**src/rtl/ob_tbl_arb.sv**
```systemverilog
// ob_tbl_arb
// ----------------------------------------------------------------------------
// Single-issue arbiter and sequencer in front of one order-book side table.
// Requests from the matching engine (pop, head update, head push) and the
// command path (cancel, insert) are arbitrated so that at most one table
// modification is issued per cycle. After any head modification the head
// operations are held off for one cycle (SETTLE) so the table's registered
// head can reflect the change before the matcher acts on it again.
//
// Optional feature macro: OB_TBL_ARB_AGING_EN
//   defined     -> an 8-bit age counter promotes a starved insert above pop
//                  once it has waited AGE_MAX cycles.
//   not defined -> strict fixed priority pop > upt > push > cxl > ins;
//                  AGE_MAX has no effect.
//
// Handshake: every request channel is valid/ready. A transfer happens in a
// cycle where vld & rdy are both 1. rdy is computed from vld (and table
// state), so a requester must never make its vld depend on its rdy.
//
// Ports
//   clk, rst                       clock, synchronous active-high reset
//   pop_vld/pop_rdy                pop head request
//   upt_vld/upt_tbl/upt_rdy        overwrite head entry (partial fill)
//   push_vld/push_tbl/push_rdy     push residual to head
//   cxl_vld/cxl_uid/cxl_rdy        cancel by UID
//   ins_vld/ins_tbl/ins_rdy        append to tail
//   cxl_rsp_vld/_hit/_tbl          registered cancel result (1 cycle pulse)
//   tbl_head_pop/_push/_upt,
//   tbl_insert, tbl_cancel         table strobes, same cycle as grant
//   tbl_head_push_tbl, tbl_head_upt_tbl, tbl_insert_tbl, tbl_cancel_uid
//                                  table payloads, 0 when not selected
//   tbl_cancel_hit_w/_hit_tbl_w    combinational cancel result from table
//   tbl_full_w                     table next-state full
//   tbl_head_vld_r                 table head slot valid
//   dbg_state                      FSM state (0 = RUN, 1 = SETTLE)
// ----------------------------------------------------------------------------
module ob_tbl_arb #(
    parameter int AGE_MAX = 8,
    parameter int UID_W   = 16,
    parameter int TBL_W   = 48
) (
    input  logic             clk,
    input  logic             rst,

    input  logic             pop_vld,
    output logic             pop_rdy,
    input  logic             upt_vld,
    input  logic [TBL_W-1:0] upt_tbl,
    output logic             upt_rdy,
    input  logic             push_vld,
    input  logic [TBL_W-1:0] push_tbl,
    output logic             push_rdy,
    input  logic             cxl_vld,
    input  logic [UID_W-1:0] cxl_uid,
    output logic             cxl_rdy,
    input  logic             ins_vld,
    input  logic [TBL_W-1:0] ins_tbl,
    output logic             ins_rdy,

    output logic             cxl_rsp_vld,
    output logic             cxl_rsp_hit,
    output logic [TBL_W-1:0] cxl_rsp_tbl,

    output logic             tbl_head_pop,
    output logic             tbl_head_push,
    output logic             tbl_head_upt,
    output logic             tbl_insert,
    output logic             tbl_cancel,
    output logic [TBL_W-1:0] tbl_head_push_tbl,
    output logic [TBL_W-1:0] tbl_head_upt_tbl,
    output logic [TBL_W-1:0] tbl_insert_tbl,
    output logic [UID_W-1:0] tbl_cancel_uid,

    input  logic             tbl_cancel_hit_w,
    input  logic [TBL_W-1:0] tbl_cancel_hit_tbl_w,
    input  logic             tbl_full_w,
    input  logic             tbl_head_vld_r,

    output logic             dbg_state
);

    generate
        if (AGE_MAX < 1 || AGE_MAX > 255) begin : g_bad_age
            $error("ob_tbl_arb: AGE_MAX must be in 1..255");
        end
    endgenerate

    typedef enum logic {RUN = 1'b0, SETTLE = 1'b1} state_t;

    state_t state_q;
    state_t state_d;
    logic   settle;

    logic   full_q;

    logic   pop_e, upt_e, push_e, cxl_e, ins_e;
    logic   ins_top;
    logic   head_gnt;

    logic             rsp_vld_q;
    logic             rsp_hit_q;
    logic [TBL_W-1:0] rsp_tbl_q;

    // ------------------------------------------------------------------
    // Full flag: the table reports next-state full, we use it a cycle late
    // so a pop or cancel frees the slot for the following cycle.
    // ------------------------------------------------------------------
    always_ff @(posedge clk) begin
        if (rst) full_q <= 1'b0;
        else     full_q <= tbl_full_w;
    end

    // ------------------------------------------------------------------
    // Eligibility. Everything is masked during reset so no strobe fires
    // in a reset cycle.
    // ------------------------------------------------------------------
    always_comb begin
        pop_e  = ~rst & pop_vld  & tbl_head_vld_r & ~settle;
        upt_e  = ~rst & upt_vld  & tbl_head_vld_r & ~settle;
        push_e = ~rst & push_vld & ~full_q & ~settle;
        cxl_e  = ~rst & cxl_vld;
        ins_e  = ~rst & ins_vld  & ~full_q;
    end

`ifdef OB_TBL_ARB_AGING_EN
    localparam logic [7:0] AGE_LIM = 8'(AGE_MAX);

    logic [7:0] age_q;

    // A starved insert jumps above every other requester for one cycle.
    assign ins_top = ins_e & (age_q == AGE_LIM);

    always_ff @(posedge clk) begin
        if (rst) begin
            age_q <= 8'd0;
        end else if (!ins_vld || ins_rdy) begin
            age_q <= 8'd0;
        end else if (ins_e && age_q != AGE_LIM) begin
            age_q <= age_q + 8'd1;
        end
    end
`else
    assign ins_top = 1'b0;
`endif

    // ------------------------------------------------------------------
    // Fixed priority pop > upt > push > cxl > ins, with optional insert
    // promotion on top. Grants are one-hot.
    // ------------------------------------------------------------------
    always_comb begin
        pop_rdy  = pop_e  & ~ins_top;
        upt_rdy  = upt_e  & ~pop_e & ~ins_top;
        push_rdy = push_e & ~pop_e & ~upt_e & ~ins_top;
        cxl_rdy  = cxl_e  & ~pop_e & ~upt_e & ~push_e & ~ins_top;
        ins_rdy  = ins_e  & (ins_top | ~(pop_e | upt_e | push_e | cxl_e));
    end

    // rdy already implies vld, so the grant is the rdy itself.
    always_comb begin
        tbl_head_pop      = pop_rdy;
        tbl_head_upt      = upt_rdy;
        tbl_head_push     = push_rdy;
        tbl_cancel        = cxl_rdy;
        tbl_insert        = ins_rdy;
        tbl_head_upt_tbl  = upt_rdy  ? upt_tbl  : '0;
        tbl_head_push_tbl = push_rdy ? push_tbl : '0;
        tbl_insert_tbl    = ins_rdy  ? ins_tbl  : '0;
        tbl_cancel_uid    = cxl_rdy  ? cxl_uid  : '0;
    end

    assign head_gnt = pop_rdy | upt_rdy | push_rdy;

    // ------------------------------------------------------------------
    // Head settle FSM: state register / next state / outputs.
    // ------------------------------------------------------------------
    always_ff @(posedge clk) begin
        if (rst) state_q <= RUN;
        else     state_q <= state_d;
    end

    always_comb begin
        state_d = state_q;
        case (state_q)
            RUN:     if (head_gnt) state_d = SETTLE;
            SETTLE:  state_d = RUN;
            default: state_d = RUN;
        endcase
    end

    always_comb begin
        settle    = (state_q == SETTLE);
        dbg_state = (state_q == SETTLE);
    end

    // ------------------------------------------------------------------
    // Cancel response, captured one cycle after the grant. A miss returns
    // an all-zero entry regardless of what the table drives.
    // ------------------------------------------------------------------
    always_ff @(posedge clk) begin
        if (rst) begin
            rsp_vld_q <= 1'b0;
            rsp_hit_q <= 1'b0;
            rsp_tbl_q <= '0;
        end else begin
            rsp_vld_q <= cxl_rdy;
            rsp_hit_q <= cxl_rdy & tbl_cancel_hit_w;
            rsp_tbl_q <= (cxl_rdy & tbl_cancel_hit_w) ? tbl_cancel_hit_tbl_w : '0;
        end
    end

    // Reset also hides a response already captured, so a reset issued the
    // cycle after a cancel grant drops that response.
    always_comb begin
        cxl_rsp_vld = rsp_vld_q & ~rst;
        cxl_rsp_hit = rsp_hit_q & ~rst;
        cxl_rsp_tbl = rst ? '0 : rsp_tbl_q;
    end

endmodule
```
**config.mk**
```make
export PLATFORM = sky130hd
export DESIGN_NAME = ob_tbl_arb
export DESIGN_NICKNAME = d
export VERILOG_FILES = /design/src/rtl/ob_tbl_arb.sv
export SDC_FILE = /design/constraint.sdc
export NUM_CORES = 1
export LEC_CHECK = 0
export ABC_AREA = 1
export CORE_AREA = 2 2 171 173
export DETAILED_ROUTE_END_ITERATION = 16
export DIE_AREA = 0 0 173 175
export SYNTH_ARGS = -nofsm -noshare
export SYNTH_HDL_FRONTEND = slang
export SYNTH_SLANG_ARGS = --single-unit
export TNS_END_PERCENT = 50
```
**constraint.sdc**
```tcl
create_clock -name clk -period 1.9 [get_ports clk]
set_input_delay 0.38 -clock clk [delete_from_list [all_inputs] [get_ports clk]]
set_output_delay 0.38 -clock clk [all_outputs]
set_load 0.1 [all_outputs]
```
==> flow_metrics.tcl, run 1 <==
set metrics [dict create \
    grt_pass1_wl_um 31800 \
    p_switching_mw 2.00 \
    violations "negative setup slack" \
    antenna_found_initial 1 \
    cp-start-kind "register" \
    rsz0062_at_grt "yes" \
    max_slew_margin 0.645 \
    io_buffers 438 \
    p_seq_frac 0.225 \
    min_period_ns 2.19 \
    final_nets 1318 \
    die_width_um 173 \
    stdcell_area_mm2 0.0127 \
    drv_slew 0 \
    power.leakage_nw 5.55 \
    clockBufferDepth 2 \
    pre_cts_ws_ns -0.474 \
    grt_max_degree 52 \
    clk_latency_ns 0.29 \
    crit_chain "nor2_8 > buf_12 > nand2_4 > buf_6 > nand4_1 > buf_12 > buf_12 > nor2_4 > buf_12" \
    combPwrFrac 0.546 \
    hold_class "input pin to register" \
    clk_pin_slew_ns 0.07 \
    ys_types 19 \
    p_per_area_mw_per_mm2 398 \
    place_congestion 0.855 \
    start_util 0.119 \
    crit_slowest_cell "dfxtp_4" \
    syn-mean-instance-area_um2 5.39 \
    io_pins 439 \
    num_rows 62 \
    cts_root_buffer "clkbuf_16" \
    cts_tree "built" \
    drc 0 \
    core_mm2 0.0284 \
    path_common_cell "buf_12" \
    swShare 0.397 \
    hold_viol_final 0 \
    synth_nets 846 \
    ys_ff_latch 52 \
    status "finished with violations" \
    dpl.hpwl_um 17700 \
    skew_ns 0.00596 \
    worstMarginPinSlew_ns 0.533 \
    synth_area_mm2 0.00338 \
    first_pass_iters 4 \
    wl_um 21200 \
    post_dp_cell_area_mm2 0.0116 \
    fmax_mhz 456 \
    yosysWarnings 0 \
    ant_nets 0 \
    cts_max_level 2 \
    whs_path_depth 3 \
    vias_per_cell 3.44 \
    ir_drop_mv 0.446 \
    grt_usage 0.136 \
    setup-tns-final_ns -40.72 \
    arrival_ns 1.81 \
    vias 5115 \
    fin_crit_sh 1.15 \
    end_kind "output pin" \
    clock_sinks 52 \
    crit_path_max_incr_delay_ns 0.38 \
    gr-total-overflow 0 \
    setup_slack_ns -0.294 \
    ys_seq_area_frac 0.308 \
    critPathMaxFanout 12 \
    drive_gt1_frac 0.424 \
    crit_required_ns 1.52 \
    netlist_instances 628 \
    setup_viol 170 \
    path_class "register to output pin" \
    die_y_um 175 \
    dr.first_iter.drc_count 69 \
    worst_r2r_path_depth 8 \
    area_delta_synth_final_pct 275 \
    wl_per_cell_um 14.2 \
    clkPwrFrac 0.229 \
    grt_pass1_vias 5313 \
    fin_util 0.446 \
    fp.dieArea_mm2 0.0303 \
    internal_power_mw 3.04 \
    drv_cap 0 \
    numCtsBuffers 5 \
]
## cells by family after synthesis
logic type,Yosys count,share of synthesized area
AO/OA/AOI/OAI,1,0.00259
buffers and inverters,301,0.354
flip-flops,52,0.308
AND/OR/NAND/NOR,274,0.336
## through the flow
stage | hold WS [ns] | power (mW) | cells
after floorplan | 0.487 | 2.57 | 628
after global placement | 0.904 | 3.73 | 1456
after detailed placement | 0.909 | 3.75 | 1456
after CTS | 0.590 | 5.10 | 1482
after global routing | 0.608 | 5.24 | 1486
final | 0.603 | 5.05 | 1487
## layout by cell type (no fill, tap or decap)
cell,instances
clkdlybuf4s50_1,211
dfxtp_1,51
nor2_8,1
nand3_4,4
buf_8,1
buf_4,21
buf_6,13
a21oi_2,1
nand3_1,1
bufinv_16,2
clkbuf_16,5
dlygate4sd2_1,5
clkinvlp_4,3
nor2_4,145
buf_12,235
nor3_4,16
inv_2,2
buf_16,9
nand2_1,1
nand4_1,2
nand2_4,2
nor2_1,100
diode_2,2
clkbuf_1,1
nand4_2,1
bufbuf_16,2
buf_2,1
nor2_2,1
dfxtp_4,1
inv_6,1
inv_1,262
## layer usage
| layer | track usage | routed length (um) | vias up |
|---|---|---|---|
| met4 | 0.0268 | 264 | 0 |
| met3 | 0.0366 | 1490 | 16 |
| li1 | - | - | 2582 |
| met1 | 0.150 | 7700 | 2289 |
| met2 | 0.261 | 11700 | 228 |
| met5 | 0 | 0 | - |
## final timing paths
kind / endpoint / startpoint / slack [ns]
min reg2reg: rsp_hit_q / full_q / 1.05
max reg2reg: rsp_tbl_q[27] / dbg_state / 0.38
max: tbl_insert_tbl[45] / dbg_state / -0.29
min: rsp_tbl_q[1] / tbl_cancel_hit_tbl_w[1] / 0.60
## synthesized netlist by cell type (all sizes together)
cell	n	area share
nor3	16	0.024
buf	24	0.047
inv	268	0.30
clkbuf	9	0.010
dfxtp	52	0.31
nand3	5	0.014
nor2	247	0.29
nand4	3	0.0074
nand2	3	0.0048
a21oi	1	0.0026
## power groups by stage
| stage | logic, mW | registers (mW) | clock network (mW) |
|---|---|---|---|
| 6_report | 2.76 | 1.13 | 1.15 |
| 5_1_grt | 2.87 | 1.14 | 1.23 |
| 4_1_cts | 2.77 | 1.13 | 1.20 |
| 3_5_place_dp | 2.59 | 1.16 | 0 |
| 3_3_place_gp | 2.58 | 1.16 | 0 |
| 2_1_floorplan | 1.39 | 1.18 | 0 |
## worst max-delay path: cells and delay by family, from the launching register on
kind | cells | cell delay (ns)
buf+inv | 5 | 0.77
flops | 1 | 0.38
simple gates | 4 | 0.34
## flip-flops by register name, indices dropped and copies added (netlist names)
| register | flops |
|---|---|
| full_q | 1 |
| rsp_tbl_q | 48 |
| rsp_hit_q | 1 |
| rsp_vld_q | 1 |
| dbg_state | 1 |
## what timing repair did
action / in CTS / in global routing
setup endpoints to repair: 170 / 220
hold buffers: 0 / 0
resized for setup: 109 / 13
buffers inserted: 11 / 3
cloned: 8 / 0
pin swaps: 16 / 4
hold endpoints to repair: 0 / 0
## layout make-up
cell class              count  area, um2
fillers                  2679      15700
repair buffers            498       7500
multi-input cells         275       2430
flip-flops and latches     52       1040
inverters                 268       1020
well taps                 384        480
clock buffers               6        129
clock inverters             2       60.1
diodes                      2       5.00
(Power assumes the default switching activity.)
==> run 2, diff against run 1 <==
CTS_CLUSTER_SIZE = 14   (was default)
clock period = 2.4 ns   (was 1.9 ns; I/O delays follow)
==> flow_metrics.tcl, run 2 (synthesis results as in run 1) <==
set metrics [dict create \
    status "completed" \
    pre_cts_ws_ns -0.205 \
    ant_nets 0 \
    max_slew_margin 0.658 \
    crit_required_ns 1.92 \
    p_per_area_mw_per_mm2 315 \
    path_class "input pin to output pin" \
    final_cell_mix "262 x inv_1, 227 x buf_12, 210 x clkdlybuf4s50_1" \
    crit_path_max_incr_delay_ns 0.21 \
    core_mm2 0.0284 \
    path_common_cell "buf_12" \
    hold_viol_final 0 \
    min_period_ns 2.32 \
    post_dp_cell_area_mm2 0.0115 \
    clk_latency_ns 0.29 \
    skew_ns 0.00663 \
    dr.first_iter.drc_count 76 \
    setup_slack_ns 0.0773 \
    fillCellCount 2804 \
    p_total_mw 3.71 \
    num_rows 62 \
    start_util 0.119 \
    first_pass_iters 4 \
    cp-start-kind "input pin" \
    p_switching_mw 1.54 \
    clk_pin_slew_ns 0.07 \
    drv_slew 0 \
    wl_um 19500 \
    clockBufferDepth 2 \
    drv_cap 0 \
    critPathMaxFanout 17 \
    power.leakage_nw 5.27 \
    drive_gt1_frac 0.405 \
    hold_start "tbl_cancel_hit_tbl_w[14]" \
    arrival_ns 1.84 \
    largest_reg_flops 48 \
    hold_class "input pin to register" \
    clock_sinks 52 \
    fin_crit_sh 0.968 \
    die_y_um 175 \
    cts_tree "built" \
    p_seq_frac 0.242 \
    antenna_found_initial 3 \
    final_nets 1296 \
    io_pins 439 \
    cts_max_level 2 \
    place_congestion 0.855 \
    r2r-start "dbg_state" \
    gr-total-overflow 0 \
    grt_usage 0.127 \
    internal_power_mw 2.17 \
    swShare 0.415 \
    vias_per_cell 3.39 \
    rsz0062_at_grt "no" \
    end_kind "output pin" \
    grt_max_degree 51 \
    crit_slowest_cell "buf_16" \
    die_width_um 173 \
    top_register "rsp_tbl_q" \
    fmax_mhz 431 \
    wl_per_cell_um 13.3 \
    stdcell_area_mm2 0.0118 \
    vias 4957 \
    crit_chain "buf_2 > nor2_8 > nand3_2 > nand4_1 > buf_6 > buf_12 > buf_16 > nor2_4 > buf_12" \
    critical_path.startpoint "rst" \
    critPathBufInv 5 \
    worstMarginPinSlew_ns 0.514 \
    dpl.hpwl_um 17300 \
    numCtsBuffers 5 \
    setup_viol 0 \
    area_delta_synth_final_pct 248 \
    ir_drop_mv 0.463 \
    io_buffers 438 \
    clkPwrFrac 0.215 \
    drc 0 \
    grt_pass1_vias 5179 \
    cts_root_buffer "clkbuf_16" \
    critPathTopFamily "buffers and inverters" \
    layout_commonest_cell "inv_1" \
    combPwrFrac 0.543 \
    grt_pass1_wl_um 29900 \
    fp.dieArea_mm2 0.0303 \
]
==> run 2: changes by cell type in the layout (fill, tap and decap cells not counted), moves of 2 or more <==
cell       delta
buf_12        -8
buf_16        -7
buf_4         +5
buf_6        -10
bufbuf_16     -2
bufinv_16     -2
inv_2         +2
nor2_1       +10
nor2_2       +56
nor2_4       -66
==> run 2: worst paths after layout <==
check,endpoint,slack [ns],cells past startpoint
worst max-delay path,tbl_insert_tbl[30],0.08,9
worst min-delay path,rsp_tbl_q[14],0.70,3
worst max register to register,rsp_tbl_q[10],0.98,6
worst min register to register,dbg_state,0.92,5
==> run 2: area by class of cell <==
cell class / count / area [um2] / share of cell area
multi-input combinational: 275 / 2070 / 0.176
antenna: 1 / 2.50 / 0.000213
timing repair buffer: 476 / 7000 / 0.595
tap: 384 / 480 / 0.0408
clock buffer: 7 / 154 / 0.0131
inverter: 268 / 1010 / 0.0861
sequential: 52 / 1040 / 0.0887
clock inverter: 1 / 8.76 / 0.000744
==> run 2: metal layers <==
layer	vias up	global-route usage	part of all wire
met3	19	0.0416	0.087
met1	2182	0.135	0.36
met5	-	0	0.0014
met4	4	0.0297	0.017
li1	2521	-	-
met2	231	0.241	0.54
==> run 2: power groups by stage <==
stage | Combinational [mW] | Clock [mW] | Sequential, mW
2_1_floorplan | 1.09 | 0 | 0.930
3_3_place_gp | 1.99 | 0 | 0.919
3_5_place_dp | 2.01 | 0 | 0.919
4_1_cts | 2.03 | 0.835 | 0.899
5_1_grt | 2.10 | 0.866 | 0.901
6_report | 2.01 | 0.796 | 0.898
==> run 2: worst reg2reg max path, cell delays in order (launching register included) <==
cell,delay (ns)
dfxtp_4,0.37
nor2_8,0.15
nand3_2,0.14
buf_4,0.18
nand4_2,0.11
buf_12,0.23
nor2_1,0.13
==> run 2: what timing repair did <==
| item | in CTS | in global routing |
|---|---|---|
| resized for setup | 21 | 5 |
| hold buffers | 0 | 0 |
| gates cloned | 1 | 0 |
| pin swaps | 5 | 3 |
| endpoints found under the setup margin | 112 | 18 |
| buffers inserted | 6 | 1 |
==> run 2: per-stage QoR <==
step                      cells  hold WS, ns  TNS (ns)   util
final                      1464        0.699         0  0.415
after global routing       1464        0.693         0  0.415
after CTS                  1462        0.690         0  0.414
after detailed placement   1447        0.903    -15.41  0.404
after global placement     1447        0.903    -15.48  0.404
after floorplan             628        0.587    -22.06      -
